$ cat src/rtl/uart_tx_sched_pkg.sv
// uart_tx_sched_pkg: shared FSM encoding, word width and clog2 helper for the UART TX scheduler
package uart_tx_sched_pkg;
  localparam int UART_WORD_W = 32;
  typedef enum logic {ST_IDLE, ST_XFER} state_t;
  function automatic int clog2(input int v);
    int r;
    r = 0;
    while ((1 << r) < v) r++;
    return r;
  endfunction
endpackage

$ cat src/rtl/uart_tx_sched_if.sv
// uart_tx_sched_if: requester side and TX-engine FIFO side of the UART TX scheduler
interface uart_tx_sched_if
  import uart_tx_sched_pkg::*;
#(
  parameter int NUM_REQ    = 4,
  parameter int FIFO_DEPTH = 16
);
  logic                           sched_en;
  logic [NUM_REQ-1:0]             req_valid;
  logic [UART_WORD_W*NUM_REQ-1:0] req_data;
  logic [NUM_REQ-1:0]             req_lock;
  logic [NUM_REQ-1:0]             req_ready;
  logic                           clk_en;
  logic [UART_WORD_W-1:0]         tx_fifo_rd_data;
  logic                           tx_fifo_rd_data_valid;
  logic                           tx_fifo_rd_data_req;
  logic [clog2(FIFO_DEPTH):0]     fifo_level;
  logic                           busy;
  modport master (
    output sched_en, req_valid, req_data, req_lock, tx_fifo_rd_data_req,
    input  req_ready, clk_en, tx_fifo_rd_data, tx_fifo_rd_data_valid, fifo_level, busy
  );
  modport slave (
    input  sched_en, req_valid, req_data, req_lock, tx_fifo_rd_data_req,
    output req_ready, clk_en, tx_fifo_rd_data, tx_fifo_rd_data_valid, fifo_level, busy
  );
endinterface

$ cat src/rtl/uart_tx_sched_fifo.sv
// uart_tx_sched_fifo: synchronous first-word-fall-through FIFO; head reads 0 while empty
module uart_tx_sched_fifo
  import uart_tx_sched_pkg::*;
#(
  parameter int DEPTH = 16,
  parameter int WIDTH = UART_WORD_W
) (
  input  logic                    clk,
  input  logic                    rst_n,
  input  logic                    push,
  input  logic [WIDTH-1:0]        push_data,
  input  logic                    pop,
  output logic [WIDTH-1:0]        rd_data,
  output logic                    empty,
  output logic                    full,
  output logic [clog2(DEPTH):0]   level
);
  localparam int AW = clog2(DEPTH);
  localparam int LW = AW + 1;
  logic [WIDTH-1:0] mem [DEPTH];
  logic [AW-1:0]    wr_ptr, rd_ptr;
  logic             do_push, do_pop;
  assign empty   = level == '0;
  assign full    = level == LW'(DEPTH);
  assign do_push = push && !full;
  assign do_pop  = pop && !empty;
  assign rd_data = empty ? '0 : mem[rd_ptr];
  always_ff @(posedge clk or negedge rst_n)
    if (!rst_n) begin
      wr_ptr <= '0;
      rd_ptr <= '0;
      level  <= '0;
    end else begin
      if (do_push) wr_ptr <= wr_ptr + 1'b1;
      if (do_pop) rd_ptr <= rd_ptr + 1'b1;
      level <= level + LW'(do_push) - LW'(do_pop);
    end
  always_ff @(posedge clk)
    if (do_push) mem[wr_ptr] <= push_data;
endmodule

$ cat src/rtl/uart_tx_sched.sv
// uart_tx_sched: round-robin arbiter feeding a TX word FIFO, plus the engine's clk_en divider.
// Define UART_TX_SCHED_LOCK_EN to let a locked requester keep its grant for consecutive words.
module uart_tx_sched
  import uart_tx_sched_pkg::*;
#(
  parameter int NUM_REQ    = 4,
  parameter int FIFO_DEPTH = 16,
  parameter int CLK_EN_DIV = 72
) (
  input logic           clk,
  input logic           rst_n,
  uart_tx_sched_if.slave bus
);
  localparam int IW = clog2(NUM_REQ);
  localparam int DW = clog2(CLK_EN_DIV);
  state_t                 state;
  logic [IW-1:0]          gnt_idx, last_gnt, next_idx;
  logic [DW-1:0]          div;
  logic [UART_WORD_W-1:0] push_data;
  logic                   push, full, empty, hold;
  assign bus.clk_en = div == DW'(CLK_EN_DIV - 1);
  always_ff @(posedge clk or negedge rst_n)
    if (!rst_n) div <= '0;
    else div <= bus.clk_en ? '0 : div + 1'b1;
  // descending scan so the nearest valid index after last_gnt is the one left standing
  always_comb begin
    next_idx = last_gnt;
    for (int k = NUM_REQ; k >= 1; k--)
      if (bus.req_valid[(int'(last_gnt) + k) % NUM_REQ]) next_idx = IW'((int'(last_gnt) + k) % NUM_REQ);
  end
  assign push          = state == ST_XFER && bus.req_valid[gnt_idx] && !full;
  assign push_data     = bus.req_data[gnt_idx*UART_WORD_W +: UART_WORD_W];
  assign bus.req_ready = push ? NUM_REQ'(1) << gnt_idx : '0;
  assign bus.busy      = state != ST_IDLE || !empty;
  assign bus.tx_fifo_rd_data_valid = !empty;
`ifdef UART_TX_SCHED_LOCK_EN
  assign hold = bus.req_lock[gnt_idx] && bus.sched_en;
`else
  logic unused_lock;
  assign unused_lock = ^bus.req_lock;
  assign hold = 1'b0;
`endif
  always_ff @(posedge clk or negedge rst_n)
    if (!rst_n) begin
      state    <= ST_IDLE;
      gnt_idx  <= '0;
      last_gnt <= IW'(NUM_REQ - 1);
    end else if (state == ST_IDLE) begin
      if (bus.sched_en && |bus.req_valid && !full) begin
        gnt_idx <= next_idx;
        state   <= ST_XFER;
      end
    end else if (push) begin
      last_gnt <= gnt_idx;
      state    <= hold ? ST_XFER : ST_IDLE;
    end else if (!bus.req_valid[gnt_idx]) state <= ST_IDLE;
  uart_tx_sched_fifo #(.DEPTH(FIFO_DEPTH), .WIDTH(UART_WORD_W)) u_fifo (
    .clk       (clk),
    .rst_n     (rst_n),
    .push      (push),
    .push_data (push_data),
    .pop       (bus.tx_fifo_rd_data_req),
    .rd_data   (bus.tx_fifo_rd_data),
    .empty     (empty),
    .full      (full),
    .level     (bus.fifo_level)
  );
endmodule

$ cat src/flat_wrapper.sv
// flat-port wrapper written by rule: the top's interface ports become plain ports
module uart_tx_sched_flat import uart_tx_sched_pkg::*;
#(
  parameter int NUM_REQ    = 4,
  parameter int FIFO_DEPTH = 16,
  parameter int CLK_EN_DIV = 72
)
  (clk, rst_n, bus_sched_en, bus_req_valid, bus_req_data, bus_req_lock, bus_tx_fifo_rd_data_req, bus_req_ready, bus_clk_en, bus_tx_fifo_rd_data, bus_tx_fifo_rd_data_valid, bus_fifo_level, bus_busy);
  uart_tx_sched_if #(.NUM_REQ(NUM_REQ), .FIFO_DEPTH(FIFO_DEPTH)) bus_i ();
  input logic clk;
  input logic rst_n;
  input wire logic [$bits(bus_i.sched_en)-1:0] bus_sched_en;
  input wire logic [$bits(bus_i.req_valid)-1:0] bus_req_valid;
  input wire logic [$bits(bus_i.req_data)-1:0] bus_req_data;
  input wire logic [$bits(bus_i.req_lock)-1:0] bus_req_lock;
  input wire logic [$bits(bus_i.tx_fifo_rd_data_req)-1:0] bus_tx_fifo_rd_data_req;
  output wire logic [$bits(bus_i.req_ready)-1:0] bus_req_ready;
  output wire logic [$bits(bus_i.clk_en)-1:0] bus_clk_en;
  output wire logic [$bits(bus_i.tx_fifo_rd_data)-1:0] bus_tx_fifo_rd_data;
  output wire logic [$bits(bus_i.tx_fifo_rd_data_valid)-1:0] bus_tx_fifo_rd_data_valid;
  output wire logic [$bits(bus_i.fifo_level)-1:0] bus_fifo_level;
  output wire logic [$bits(bus_i.busy)-1:0] bus_busy;
  assign bus_i.sched_en = bus_sched_en;
  assign bus_i.req_valid = bus_req_valid;
  assign bus_i.req_data = bus_req_data;
  assign bus_i.req_lock = bus_req_lock;
  assign bus_i.tx_fifo_rd_data_req = bus_tx_fifo_rd_data_req;
  assign bus_req_ready = bus_i.req_ready;
  assign bus_clk_en = bus_i.clk_en;
  assign bus_tx_fifo_rd_data = bus_i.tx_fifo_rd_data;
  assign bus_tx_fifo_rd_data_valid = bus_i.tx_fifo_rd_data_valid;
  assign bus_fifo_level = bus_i.fifo_level;
  assign bus_busy = bus_i.busy;
  uart_tx_sched #(.NUM_REQ(NUM_REQ), .FIFO_DEPTH(FIFO_DEPTH), .CLK_EN_DIV(CLK_EN_DIV)) u_core (.clk(clk), .rst_n(rst_n), .bus(bus_i));
endmodule
$ cat config.mk
export PLATFORM = sky130hd
export DESIGN_NAME = uart_tx_sched_flat
export DESIGN_NICKNAME = d
export VERILOG_FILES = /design/src/rtl/uart_tx_sched_pkg.sv /design/src/rtl/uart_tx_sched_if.sv /design/src/rtl/uart_tx_sched_fifo.sv /design/src/rtl/uart_tx_sched.sv /design/src/flat_wrapper.sv
export SDC_FILE = /design/constraint.sdc
export NUM_CORES = 1
export LEC_CHECK = 0
export ABC_AREA = 0
export BUFFER_PORTS_ARGS = -buffer_cell sky130_fd_sc_hd__buf_4
export CAP_MARGIN = 30
export CORE_UTILIZATION = 34
export DETAILED_ROUTE_END_ITERATION = 8
export SYNTH_ARGS = -nofsm -noshare
export SYNTH_HDL_FRONTEND = slang
export SYNTH_SLANG_ARGS = --single-unit
$ cat constraint.sdc
create_clock -name clk -period 5.25 [get_ports clk]
set_input_delay 0.7875 -clock clk [delete_from_list [all_inputs] [get_ports clk]]
set_output_delay 0.7875 -clock clk [all_outputs]
set_load 0.02 [all_outputs]
* Yosys cells after proc, flatten, opt, wreduce, memory -nomap -nowiden
Memory sizes are Yosys's and may differ from the RTL's.
Index checks and enable logic that the tools add are counted.
W data, S select, Z words.
** Cells by class
- Add/sub/neg operators :: 9
- Order comparisons :: 5
- Equality and inequality tests :: 2
- Shifts and indexed selects :: 2
- Multiplexer cells :: 27
- Bitwise operators :: 5
- Reductions and logical operators :: 17
** Operator list (count)
- $shiftx A128 B8 Y32 :: 1
- $mux W32 :: 1
- $lt A3 B4 Y1 const B :: 4
- $mux W1 :: 15
- $bmux W1 S2 :: 5
- $add A4 B1 Y4 const B :: 2
- $mux W2 :: 4
- $reduce_or A2 Y1 :: 4
- $add A7 B1 Y7 const B :: 1
- $eq A7 B7 Y1 const B :: 1
- $mux W7 :: 1
- $logic_and A1 B1 Y1 :: 6
- $add A5 B1 Y5 :: 1
- $eq A5 B5 Y1 const B :: 1
- $logic_not A5 Y1 :: 1
- $sub A5 B1 Y5 :: 1
- $add A2 B1 Y2 const B :: 2
- $add A2 B2 Y2 const B :: 2
- $and A1 B1 Y1 const A :: 4
- $mux W4 :: 1
- $reduce_and A2 Y1 :: 2
- $reduce_or A4 Y1 :: 1
- $shl A1 B2 Y4 const A :: 1
- $lt A2 B3 Y1 const B :: 1
- 3 further kinds :: 4
** Storage, ports and cells
- Register bits after elaboration :: 25
- RAM bits :: 512
- Input bits :: 140
- Output and inout bits :: 44
- Memories kept :: 1
** Memory list
- u_core.u_fifo.mem :: words 16, width 32, read ports 1, clocked after memory_dff 0, write ports 1, line uart_tx_sched_fifo.sv:20 : logic [WIDTH-1:0] mem [DEPTH];

* Logic depth before layout (Yosys ltp)
- Depth after elaboration :: 10
- Depth in mapped cells :: 13
- Mapped depth without buffers :: 12

* By module
Synthesis repeated with hierarchy kept, for this count alone.
** Second synthesis, totals
- Cells, all modules :: 1017
- Area, all modules :: 21747.1 um^2
** Modules (own cells, without submodules)
- uart_tx_sched_fifo :: instances 1, cells each 905, area each 20280.7 um^2, sequential area each 15700.1 um^2
- uart_tx_sched :: instances 1, cells each 112, area each 1466.4 um^2, sequential area each 302.8 um^2

* Worst setup path after synthesis
OpenSTA, ideal clock, no wires.
- Path kind :: input-to-reg
- From :: input bus_req_valid[1]
- To :: memory u_core.u_fifo.mem[3][0] (netlist bit), enable pin
- Arrival :: 3.544 ns
- Required time :: 4.789 ns
- Path slack :: 1.246 ns
- Stages :: 3
- Buffers on the path :: 0
- Cell sequence :: mux4_2 > nand4_1 > nor3_1
** Between the ends
- Longest elaborated chain between the ends :: 7
** Ends and longest elaborated chain
- from (decl) :: line flat_wrapper.sv:13 : input wire logic [$bits(bus_i.req_valid)-1:0] bus_req_valid;
- $bmux W1 S2 :: line uart_tx_sched.sv:31 : assign push = state == ST_XFER && bus.req_valid[gnt_idx] && !full;
- $mux W1 (not written as such) :: line uart_tx_sched.sv:31
- $logic_and A1 B1 Y1 (2 in a row) :: line uart_tx_sched.sv:31
- $logic_and A1 B1 Y1 :: line uart_tx_sched_fifo.sv:25 : assign do_push = push && !full;
- $mux W1 :: line uart_tx_sched_fifo.sv:39 : if (do_push) mem[wr_ptr] <= push_data;
- $mux W1 (not written as such) :: line uart_tx_sched_fifo.sv:39
- to (decl) :: line uart_tx_sched_fifo.sv:20
No other way between the ends. The select of a mux whose other input is x is not followed.

* Worst setup path in the final report
- From :: register u_core.u_fifo.level[2]
- To :: output bus_tx_fifo_rd_data[11]
** Between the ends
- Longest elaborated chain between the ends :: 2
** Ends and longest elaborated chain
- from (decl) :: line uart_tx_sched_fifo.sv:16 : output logic [clog2(DEPTH):0] level
- from (signal assigned) :: line uart_tx_sched_fifo.sv:36 : level <= level + LW'(do_push) - LW'(do_pop);
- $logic_not A5 Y1 :: line uart_tx_sched_fifo.sv:23 : assign empty = level == '0;
- $mux W32 :: line uart_tx_sched_fifo.sv:27 : assign rd_data = empty ? '0 : mem[rd_ptr];
- to (decl) :: line flat_wrapper.sv:19 : output wire logic [$bits(bus_i.tx_fifo_rd_data)-1:0] bus_tx_fifo_rd_data;
No other way between the ends.

==> metrics.txt <==
Worst R2R End u_core.u_fifo.level[4]; area leader, netlist edfxtp_1; YS warnings 0; Pins Over Slew Limit 0; drt pass-1 iters 5; endpoints failing hold 0; layout cells sized above 1 0.382; Die X 254 um; post-route antenna net violation count 0; Post-route DRC 0; worst r2r path cells 13; clock latency on the worst-skew pair 0.58 ns; clock root buffer clkbuf_16; crit start category register; RSZ-0062 raised after global routing false; # resized after CTS 0; most common cell after layout, fill and taps aside edfxtp_1; Lkg Pwr 8.67 nW; EDFF count, synth 512; initial detailed-routing violation count 934; pwr dens 562 nW/um^2; Setup Buffers After CTS 0; most frequent cells in the layout edfxtp_1, buf_4, mux4_2; Synth Instances 1004; Core Util, Final 0.412; Inserted Diodes 0; FF-to-FF setup slack 1.53 ns; H-tree Lvls 2; ys flop type edfxtp_1; Fill cells 5530; CP Class reg -> out; Hold Crit Class in -> async; reg2reg start u_core.u_fifo.level[2]; nature of the critical path endpoint output pin; Period minus WS final 4.34 ns; post-synthesis register bit count 537; Tcrit/Tclk final 0.827; WL/cell 23.7 um; vias per cell 5.11; CTS Buf Count 54; vias in the first global route 11349; VDD IR max 0.361 mV; gr usage total 0.156; Synth top area share 0.710; cts hold-fix bufs 0; CP arrival 3.56 ns; largest net degree at the start of global routing 52; Final HPWL DP 28700 um; clock buffer depth 3; max_slew headroom 0.364; syn avg cell area 21.6 sq um; Post-synth ARST share 0.0466; Initial Utilization 0.344; Reg clk slew, reported paths 0.06 ns; I/O Buffers 179; maximum capacitance violations 0; post-route setup TNS 0 ns; clk sink count 537; Worst-Margin Slew 0.952 ns; top cells by area, synth edfxtp_1, mux4_2, dfrtp_1; Die H 254 um; Final Skew 0.0124 ns; GRT overflow 0; via count 10711; Seq/Total Area, Yosys 0.739; GPL Wtd Cong 0.691; synth unique cells 42; Area Growth Syn to Fin 19.8%; Synthesized Nets 1157; # setup viols final 0; CP Data Required Time 4.46 ns; CTS tree yes; # nets final 1367; status complete, no violations; initial antenna violation count 0; Routed WL 49800 um; Top Ports 184; core outline area 63000 sq um; row cnt 92; CP max FO 14; Die ar. 64700 sq um; first-pass GRT wire length 72800 um; Achievable Freq 0.230 GHz; synthesized area 21700 sq um
-- critical path, cell delays in order, from the launching register on --
cell	delay, ns
dfrtp_1	0.40
inv_1	0.09
ha_1	0.17
or4b_2	0.92
nand2b_2	0.51
buf_4	0.32
o221ai_1	0.27
buf_4	0.26
-- through the flow --
stage          hold slack [ns]  area [sq um]  setup slack (ns)  cells  power [W]
2_1_floorplan            0.433         21700              1.25   1004    0.00921
3_3_place_gp             0.447         24100              1.51   2000     0.0109
3_5_place_dp             0.466         24200              1.49   2003     0.0110
4_1_cts                 0.0783         25900             0.809   2097     0.0148
5_1_grt                  0.106         25900             0.750   2098     0.0153
6_report                 0.103         25900             0.906   2098     0.0146
-- worst max-delay path by stage --
stage	startpoint	to	slack, ns	depth (start not counted)
after global placement	u_core.u_fifo.level[3]	bus_tx_fifo_rd_data[17]	1.51	7
after detailed placement	u_core.u_fifo.level[2]	bus_tx_fifo_rd_data[19]	1.49	7
after CTS	u_core.u_fifo.level[2]	bus_tx_fifo_rd_data[18]	0.81	7
final	u_core.u_fifo.level[2]	bus_tx_fifo_rd_data[11]	0.91	7
after global routing	u_core.u_fifo.level[3]	bus_tx_fifo_rd_data[11]	0.75	7
after floorplan	bus_req_valid[1]	u_core.u_fifo.mem[3][0]	1.25	3
-- cell usage after synthesis, drive strengths merged (2+ instances only) --
| cell | instances |
|---|---|
| a21o | 2 |
| mux2 | 4 |
| dfrtp | 23 |
| nand3 | 38 |
| xor2 | 6 |
| and3 | 2 |
| clkbuf | 20 |
| xnor2 | 8 |
| buf | 40 |
| nor2b | 3 |
| dfstp | 2 |
| nand2b | 5 |
| mux4 | 161 |
| inv | 43 |
| mux2i | 35 |
| o21bai | 2 |
| nand4 | 6 |
| nor2 | 17 |
| edfxtp | 512 |
| nor3 | 8 |
| o221ai | 32 |
| ha | 12 |
| nand2 | 6 |
| a21oi | 4 |
-- sequential cells by signal, summed over array words and instances, names as in the netlist --
name and cells:
u_core.u_fifo.mem 512, u_core.div 7, u_core.u_fifo.wr_ptr 4, u_core.u_fifo.level 5, u_core.u_fifo.rd_ptr 4, u_core.state 1, u_core.gnt_idx 2, u_core.last_gnt 2
-- power breakdown --
group | internal [W] | switching [W] | leakage [nW]
sequential | 0.00563 | 0.000233 | 4.90
combinational | 0.00208 | 0.00287 | 2.94
clock | 0.00221 | 0.00156 | 0.834
-- cell families after synthesis --
kind of cell / share of synthesized area
DFF: 0.739
muxes: 0.186
buffers and inverters: 0.0224
and+or+nand+nor: 0.0228
AOI/OAI and AO/OA: 0.0166
xor gates and xnor gates: 0.00566
adders and majority gates: 0.00786
-- metal layers --
metal,vias to the layer above,global-route usage,part of all wire
li1,4628,-,-
met1,5676,0.216,0.44
met2,350,0.253,0.48
met3,57,0.0337,0.067
met4,0,0.0315,0.014
met5,-,0,0
-- final cells by class --
| type | count | area, sq um | share of cell area |
|---|---|---|---|
| Timing Repair Buffer | 214 | 1710 | 0.0659 |
| Clock inverter | 23 | 267 | 0.0103 |
| Tap cell | 846 | 1060 | 0.0408 |
| Clock buffer | 71 | 1440 | 0.0554 |
| Multi-Input combinational cell | 364 | 5300 | 0.204 |
| Inverter | 43 | 161 | 0.00622 |
| Sequential cell | 537 | 16000 | 0.617 |
(Power assumes the default switching activity.)
